[src/rtl/seven_segment_capture.sv]
// Receive-side decoder for a multiplexed four-digit seven-segment bus: waits for each
// strobed digit to settle, decodes its glyph back to a nibble and tracks frame/stale status.
module seven_segment_capture #(
   parameter int SETTLE  = 4,
   parameter int TIMEOUT = 65535
) (
   input  logic            clk,
   input  logic            rst,
   input  logic            segA,
   input  logic            segB,
   input  logic            segC,
   input  logic            segD,
   input  logic            segE,
   input  logic            segF,
   input  logic            segG,
   input  logic [3:0]      dsen,
   output logic [3:0][3:0] bcd,
   output logic [3:0]      digit_ok,
   output logic            frame_valid,
   output logic            stale
);

   localparam logic [7:0]  SETTLE_C  = 8'(SETTLE);
   localparam logic [15:0] TIMEOUT_C = 16'(TIMEOUT);

   logic [10:0] raw;
   logic [10:0] sync1;
   logic [10:0] s;
   logic [10:0] p;
   logic [7:0]  cnt;
   logic        armed;
   logic [15:0] tcnt;
   logic [3:0]  seen;

   logic        s_onehot;
   logic        p_onehot;
   logic        capture;
   logic        glyph_ok;
   logic        timed_out;
   logic [3:0]  nibble;
   logic [1:0]  idx;

   function automatic logic onehot(input logic [3:0] v);
      return (v != 4'b0000) && ((v & (v - 4'd1)) == 4'b0000);
   endfunction

   function automatic logic [1:0] digit_index(input logic [3:0] v);
      case (v)
         4'b0010: return 2'd1;
         4'b0100: return 2'd2;
         4'b1000: return 2'd3;
         default: return 2'd0;
      endcase
   endfunction

   // Returns {recognized, nibble}; unrecognized patterns decode to nibble 0.
   function automatic logic [4:0] decode_glyph(input logic [6:0] g);
      case (g)
         7'b1111110: return 5'h10;
         7'b0110000: return 5'h11;
         7'b1101101: return 5'h12;
         7'b1111001: return 5'h13;
         7'b0110011: return 5'h14;
         7'b1011011: return 5'h15;
         7'b1011111: return 5'h16;
         7'b1110000: return 5'h17;
         7'b1111111: return 5'h18;
         7'b1111011: return 5'h19;
         7'b1110111: return 5'h1A;
         7'b0011111: return 5'h1B;
         7'b1001110: return 5'h1C;
         7'b0111101: return 5'h1D;
         7'b1001111: return 5'h1E;
         7'b1000111: return 5'h1F;
         default:    return 5'h00;
      endcase
   endfunction

   assign raw = {dsen, segA, segB, segC, segD, segE, segF, segG};

   // Decode from p: when a dwell ends exactly on the capture cycle, p still holds the settled value.
   always_comb begin
      s_onehot             = onehot(s[10:7]);
      p_onehot             = onehot(p[10:7]);
      capture              = (cnt == SETTLE_C) && armed && p_onehot;
      {glyph_ok, nibble}   = decode_glyph(p[6:0]);
      idx                  = digit_index(p[10:7]);
      timed_out            = (tcnt == TIMEOUT_C);
   end

   always_ff @(posedge clk or posedge rst) begin
      if (rst) begin
         sync1 <= '0;
         s     <= '0;
         p     <= '0;
      end else begin
         sync1 <= raw;
         s     <= sync1;
         p     <= s;
      end
   end

   // Any change or a non-one-hot strobe restarts the dwell and re-arms a single capture.
   always_ff @(posedge clk or posedge rst) begin
      if (rst) begin
         cnt   <= 8'd0;
         armed <= 1'b1;
      end else if ((s != p) || !s_onehot) begin
         cnt   <= 8'd0;
         armed <= 1'b1;
      end else begin
         if (cnt != SETTLE_C) begin
            cnt <= cnt + 8'd1;
         end
         if (capture) begin
            armed <= 1'b0;
         end
      end
   end

   always_ff @(posedge clk or posedge rst) begin
      if (rst) begin
         bcd         <= '0;
         digit_ok    <= 4'b0000;
         frame_valid <= 1'b0;
         stale       <= 1'b1;
         tcnt        <= 16'd0;
         seen        <= 4'b0000;
      end else begin
         frame_valid <= (seen == 4'b1111);
         if (capture) begin
            bcd[idx]      <= nibble;
            digit_ok[idx] <= glyph_ok;
            tcnt          <= 16'd0;
            stale         <= 1'b0;
            seen          <= ((seen == 4'b1111) ? 4'b0000 : seen) | p[10:7];
         end else begin
            if (!timed_out) begin
               tcnt <= tcnt + 16'd1;
            end
            if (timed_out) begin
               stale    <= 1'b1;
               digit_ok <= 4'b0000;
               seen     <= 4'b0000;
            end else if (seen == 4'b1111) begin
               seen <= 4'b0000;
            end
         end
      end
   end

endmodule

[config.mk]
export PLATFORM = sky130hd
export DESIGN_NAME = seven_segment_capture
export DESIGN_NICKNAME = d
export VERILOG_FILES = /design/src/rtl/seven_segment_capture.sv
export SDC_FILE = /design/constraint.sdc
export NUM_CORES = 1
export LEC_CHECK = 0
export ABC_CLOCK_PERIOD_IN_PS = 3600
export CAP_MARGIN = 20
export CORE_AREA = 4 4 97 99
export DETAILED_ROUTE_END_ITERATION = 7
export DIE_AREA = 0 0 101 103
export HOLD_SLACK_MARGIN = 0.08
export PLACE_DENSITY = 0.74
export RECOVER_POWER = 100
export SYNTH_ARGS = -nofsm -noshare
export SYNTH_HDL_FRONTEND = slang
export SYNTH_SLANG_ARGS = --single-unit
[constraint.sdc]
create_clock -name clk -period 3.6 [get_ports clk]
set_clock_uncertainty 0.2 [all_clocks]
set_input_delay 0.36 -clock clk [delete_from_list [all_inputs] [get_ports clk]]
set_output_delay 0.36 -clock clk [all_outputs]
set_load 0.03 [all_outputs]
---- Word level (Yosys, flattened, before mapping) ----
Cells that the tools add are included.
word-level totals
  flip-flop bits (word level) ............. 84
operators by class
  add/subtract/negate cells ............... 4
  magnitude comparators ................... 2
  equal/unequal tests ..................... 25
  mux-type cells .......................... 21
  bitwise operators ....................... 3
  reductions and logical operators ........ 14
operators by type and width
  cell                                                                     count
  7-bit equality test, second input constant                               12
  5-bit case mux with 16 select lines                                      1
  16-bit 2-to-1 mux                                                        2
  4-bit 2-to-1 mux                                                         6
  7-bit by 6-bit equality test with 1-bit output, second input constant    3
  16-bit by 1-bit adder with 16-bit output, second input constant          1
  16-bit bitwise mux                                                       1
  16-bit equality test, second input constant                              1
  8-bit 2-to-1 mux                                                         2
  11-bit inequality test                                                   1
  8-bit by 1-bit adder with 8-bit output, second input constant            1
  4-bit bitwise AND                                                        2
  4-bit demux with 2-bit select                                            1
  4-bit equality test, second input constant                               2
  8-bit by 3-bit equality test with 1-bit output, second input constant    1
  4-bit logical NOT                                                        2
  8-bit by 3-bit inequality test with 1-bit output, second input constant  1
  4-bit nonzero test                                                       2
  4-bit by 1-bit subtractor with 4-bit output, second input constant       2
  7-bit by 5-bit equality test with 1-bit output, second input constant    1
  2-bit case mux with 3 select lines                                       1
  2-bit nonzero test                                                       3
  1-bit logical AND                                                        5
  1-bit 2-to-1 mux                                                         5
  10 further kinds                                                         10

---- Longest topological paths before layout ----
Gate-level depths: netlist (run 1).
  depth after elaboration ................. 8
  mapped depth ............................ 8

---- Worst setup path before layout (run 1) ----
Ideal clock, no wire load.
  path kind ............................... register to register
  from .................................... reg cnt[0]
  to ...................................... reg bcd[10] in the netlist's numbering
  library setup time ...................... 128 ps
  arrival ................................. 2,268 ps
  path slack .............................. 1,005 ps
  cell stages (with the launch flop) ...... 8
  path buffers ............................ 0
  cells stage by stage .................... dfrtp_1 inv_1 ha_1 or4b_1 or4b_4 nor3b_4 nand2_2 mux2_1
between the ends
  cells in the longest elaborated chain, start to end .. 3
ends and longest elaborated chain
  element                                         line  text
  start, declared                                 30    logic [7:0] cnt;
  start signal, assigned                          113   cnt <= cnt + 8'd1;
  8-bit by 3-bit equality test with 1-bit output  85    capture = (cnt == SETTLE_C) && armed && p_onehot;
  1-bit logical AND (2 in a row)                  85
  end signal, assigned by index                   132   bcd[idx] <= nibble;
  end, declared                                   17    output logic [3:0][3:0] bcd,
No other way between the ends.
A chain may end at the register's enable or synchronous reset.

---- Worst setup path in the final report (run 1) ----
  from .................................... reg cnt[0]
  to ...................................... reg bcd[15] in the netlist's numbering
The elaborated chain is that of the path after synthesis.

==> flow_summary.toml, run 1 <==
[synthesis]
netlist_area_um2 = 3730
synth-seq-cells = 84
synth_flop_cell = "dfrtp_1"
synth_cells = 325
synth_top_area_share = 0.550
synth_common_cells = "dfrtp_1 (82), nor2_1 (34), nand3_1 (17), clkbuf_1 (15), xor2_1 (14)"
synth_edf_count = 0
synth_cell_types = 56
yosysMostFrequentCell = "dfrtp_1"
ys_seq_area_frac = 0.564
synth.net_count = 341
avgSynthCellArea_um2 = 11.5
synth-async-reset-ratio = 1.00
synth_top_area_cell = "dfrtp_1"
yosys-top-cells-area = "dfrtp_1 (55%), nor2_1 (3.4%), xor2_1 (3.3%)"
yosysWarnings = 0

[cts]
clock-sinks = 84
numCtsBuffers = 9
cts_max_level = 3
postCtsSetupBuffers = 0
clkTransAtPathRegs_ns = 0.08
cts_buffer_depth = 2
root_buffer = "clkbuf_8"
cts_tree = "done"
insertion_delay_ns = 0.35

[timing]
min_period_ns = 3.05
slew_headroom = 0.136
finalSetupViolations = 0
report.final.slew_viol_count = 0
setup_ws_ns = 0.551
hold_ws_ns = 0.152
rsz0062_at_grt = "no"
worst_slew_pin_slew_ns = 1.30
hold_viol = 0
setup_tns_ns = 0
finalCritPeriodShare = 0.847
fmax_mhz = 328

[power_and_ir_drop]
max-vdd-ir-drop_mv = 0.213
clockPowerShare = 0.428
power_frac_seq = 0.534
power.net_switching_uw = 395
p_int_uw = 1460
power_frac_comb = 0.037
power.density_nw_per_um2 = 422
switching_share = 0.214
p_leak_uw = 0.00198

[global_routing]
grtUsageTotal = 0.145
grt_pass1_wl_um = 12100
antenna_found_initial = 0
grt_max_degree = 58
overflow = 0
grt_pass1_vias = 2486

[die]
start_util = 0.436
die_h_um = 103
rows = 34
fp.dieW_um = 101
io_pins = 35
core_um2 = 8550
die_area_um2 = 10400

[placed_design]
gp_congestion = 0.850
dp_hpwl_um = 4810
dp_slack_ns = 0.833
port_buffers = 34

[setup_path]
crit_fanout = 5
worstReg2RegStart = "cnt[0]"
cp-start-kind = "register"
worstSetupStartpoint = "cnt[0]"
end_kind = "register"
worst_ep_required_time_ns = 3.63
arrival_ns = 3.08
critPathKind = "reg -> reg"

[final_layout]
antenna_cells = 0
area_delta_synth_final_pct = 17.7
drive_gt1_frac = 0.0994
layout.nets = 373

[route]
dr.pass1.iters = 4
post_drt_wl_per_cell_um = 14.9
final_antenna_net_count = 0
vias = 2593
route.detailed.drc = 0
routed_wl_um = 7000
avgViaCountPerCell = 5.52
drtIter0Drc = 153

[job]
cap_violations = 0

[worst_hold_path]
hold_path_class = "reg -> reg"
holdCritStartpoint = "sync1[1]"

[run_status]
status = "completed"
[per-layer routing]
metal / vias up / track usage / part of all wire / routed length (um)
li1: 1236 / - / - / -
met1: 1289 / 0.213 / 0.49 / 3420
met2: 62 / 0.214 / 0.46 / 3200
met3: 6 / 0.0359 / 0.044 / 311
met4: 0 / 0.0460 / 0.010 / 73
met5: - / 0 / 0 / 0
[placed cells by master (no fill, tap or decap), drive strengths merged, types with 4 or more instances in the layout]
| master | count |
|---|---|
| nor3 | 5 |
| nand3b | 4 |
| xor2 | 14 |
| nor2b | 4 |
| dlygate4sd3 | 35 |
| dfrtp | 82 |
| nand2 | 14 |
| clkbuf | 12 |
| nor2 | 34 |
| inv | 5 |
| xnor2 | 12 |
| o21ai | 7 |
| nand4 | 5 |
| a21oi | 9 |
| and4 | 4 |
| mux2 | 16 |
| and3 | 8 |
| nand3 | 17 |
[critical path, stage by stage, from the launching register on]
cell,delay (ns)
dfrtp_1,0.42
inv_1,0.11
ha_1,0.14
or4b_1,0.47
or4b_1,0.57
nor3b_1,0.48
nand2_2,0.19
mux2_1,0.35
[cell type report]
class,instances,area [um^2]
timing repair buffer,39,375
multi-input combinational,218,1520
fill,748,4160
clock buffer,10,128
tap,108,135
clock inverter,6,111
inverter,5,20.0
sequential,84,2100
[kinds of logic (layout without fill, tap and decap cells)]
| logic type | after synthesis | count (layout) | share of synthesized area |
|---|---|---|---|
| adder cells (fa/ha/maj) | 3 | 3 | 0.0101 |
| multiplexers | 19 | 19 | 0.0563 |
| buffers and inverters | 23 | 60 | 0.0255 |
| flip-flops | 84 | 84 | 0.564 |
| AND/OR/NAND/NOR | 118 | 118 | 0.184 |
| XOR/XNOR | 26 | 26 | 0.0610 |
| AO/OA/AOI/OAI | 52 | 52 | 0.0993 |
[power by group through the flow]
| stage | clock network, uW | registers (uW) | logic, uW |
|---|---|---|---|
| floorplan | 0 | 989 | 60.3 |
| global placement | 0 | 1010 | 71.5 |
| detailed placement | 0 | 1010 | 73.1 |
| CTS | 813 | 988 | 73.3 |
| global route | 854 | 993 | 79.7 |
| finish | 793 | 989 | 69.1 |
[flip-flops by register name (all words and copies together) (netlist names)]
register,flops
frame_valid,1
tcnt,16
seen,4
s,11
p,11
armed,1
digit_ok,4
sync1,11
stale,1
bcd,16
cnt,8
[final timing paths]
kind	end	slack, ns	depth (start not counted)
worst max-delay path	bcd[15]	0.55	7
worst min-delay path	s[1]	0.15	0
worst max register to register	bcd[15]	0.55	7
worst min register to register	s[1]	0.15	0
max in group asynchronous	bcd[1]	0.75	5
min in group asynchronous	cnt[6]	0.69	3
[per-stage QoR]
| step | instances | total power, uW | utilization | instance area [um^2] |
|---|---|---|---|---|
| 3_5_place_dp | 452 | 1080 | 0.486 | 4150 |
| 3_3_place_gp | 452 | 1080 | 0.486 | 4150 |
| 5_1_grt | 470 | 1930 | 0.513 | 4390 |
| 6_report | 470 | 1850 | 0.513 | 4390 |
| 4_1_cts | 468 | 1870 | 0.514 | 4390 |
| 2_1_floorplan | 325 | 1050 | - | 3730 |
[timing repair]
item / CTS / global route
endpoints found under the hold margin: 0 / 2
resized for setup: 0 / 0
hold buffers: 0 / 1
(Power assumes the default switching activity.)
==> run 2, diff against run 1 <==
- ABC_CLOCK_PERIOD_IN_PS: 3600 -> 2900
- clock period: 3.6 -> 2.9 ns (I/O delays scaled with it)
==> flow_summary.toml, run 2 (synthesized netlist as in run 1, its figures left out) <==
[route]
avgViaCountPerCell = 5.55
routed-wl-met2_um = 3400
route.detailed.drc = 0
post_drt_wl_per_cell_um = 15.3
final_antenna_net_count = 0
route.met3.wl_um = 309
highest_layer = "met4"
routed_wl_um = 7260
dr.pass1.iters = 4
vias = 2626
drtIter0Drc = 133
wl_met1_um = 3440

[job]
cap_violations = 0

[timing]
finalSetupViolations = 0
hold_viol = 0
slew_headroom = 0.157
finalCritPeriodShare = 0.955
min_period_ns = 2.77
report.final.slew_viol_count = 0
worst_slew_pin_slew_ns = 1.26
fmax_mhz = 361

[die]
core_um2 = 8550
die_h_um = 103
rows = 34
start_util = 0.436
io_pins = 35
fp.dieW_um = 101
die_area_um2 = 10400

[setup_path]
crit_buf_inv = 1
crit_path_frequent_cell = "or4b_4"
arrival_ns = 2.80
crit_family = "simple AND/OR/NAND/NOR gates"
worstReg2RegStart = "cnt[1]"
worst_ep_required_time_ns = 2.93
worstSetupStartpoint = "cnt[1]"
crit_slowest_cell = "or4b_4"
cp-start-kind = "register"
critPathKind = "reg -> reg"
end_kind = "register"
critPathMaxStageDelay_ns = 0.55
crit_fanout = 6
crit_chain = "inv_1 -> ha_1 -> or4b_4 -> or4b_4 -> nor3b_4 -> nand2_2 -> mux2_1"

[final_layout]
mostFrequentLayoutCells = "dfrtp_1 (81), dlygate4sd3_1 (35), nor2_1 (34), nand3_1 (17), xor2_1 (14)"
layout.nets = 376
antenna_cells = 0
fill_cells = 739
layout_commonest_cell = "dfrtp_1"
drive_gt1_frac = 0.118
top_regs = "bcd x16, tcnt x16"
area_delta_synth_final_pct = 18.0
final_util = 0.515
design_area_um2 = 4400
multi_input_area_um2 = 1540
regArea_um2 = 2110

[cts]
cts_buffer_depth = 2
root_buffer = "clkbuf_8"
clock-sinks = 84
cts_max_level = 3
insertion_delay_ns = 0.36
clkTransAtPathRegs_ns = 0.08
cts_tree = "done"
numCtsBuffers = 9

[global_routing]
grtUsageTotal = 0.147
overflow = 0
grt_pass1_vias = 2485
grt_max_degree = 39
antenna_found_initial = 0
grt_pass1_wl_um = 12200

[placed_design]
postPlaceCellArea_um2 = 4180
dp_hpwl_um = 5120
gp_congestion = 0.889
port_buffers = 34

[power_and_ir_drop]
p_total_uw = 2150
max-vdd-ir-drop_mv = 0.251
p_leak_uw = 0.00197
power.density_nw_per_um2 = 487

[worst_hold_path]
hold_path_class = "reg -> reg"
holdCritStartpoint = "sync1[4]"

[run_status]
status = "completed"
[run 2: changes by cell type in the layout (fill, tap and decap cells not counted), sizes merged]
cell and change:
buf +3, bufinv -2, clkinvlp +1, inv +1
[run 2: final cells by class]
type | count | share of cell area
clock buffers | 10 | 0.0290
clock inverters | 6 | 0.0162
inverters | 5 | 0.00455
multi-input cells | 218 | 0.351
flip-flops and latches | 84 | 0.478
well taps | 108 | 0.0307
repair buffers | 42 | 0.0909
[run 2: metrics by stage]
| step | cells | setup slack [ns] | setup TNS (ns) | hold slack (ns) |
|---|---|---|---|---|
| 2_1_floorplan | 325 | 0.248 | 0 | 0.121 |
| 3_3_place_gp | 454 | 0.250 | 0 | 0.133 |
| 3_5_place_dp | 454 | 0.144 | 0 | 0.135 |
| 4_1_cts | 471 | 0.117 | 0 | 0.154 |
| 5_1_grt | 473 | -0.00464 | -0.00464 | 0.167 |
| 6_report | 473 | 0.130 | 0 | 0.153 |
[run 2: worst paths after layout]
kind,endpoint,slack [ns],depth (start not counted)
min,s[4],0.15,0
max reg2reg,bcd[13],0.13,7
min in group asynchronous,tcnt[12],0.99,3
min reg2reg,s[4],0.15,0
max in group asynchronous,cnt[1],0.37,4
max,bcd[13],0.13,7
[run 2: metal layers]
metal / global-route usage / vias to the layer above
met5: 0 / -
met4: 0.0624 / 0
met3: 0.0250 / 9
met2: 0.221 / 73
met1: 0.213 / 1291
li1: - / 1253
[run 2: power by group]
group	switching [uW]	total, uW	internal, uW
registers	33.4	1230	1190
clock network	425	831	406
logic	47.7	87.9	40.3
[run 2: timing repair]
| item | in CTS | in global routing |
|---|---|---|
| hold buffers | 1 | 0 |
| resized for setup | 0 | 3 |
| setup endpoints to repair | 0 | 17 |
| buffers inserted | 0 | 2 |
| endpoints found under the hold margin | 13 | 0 |
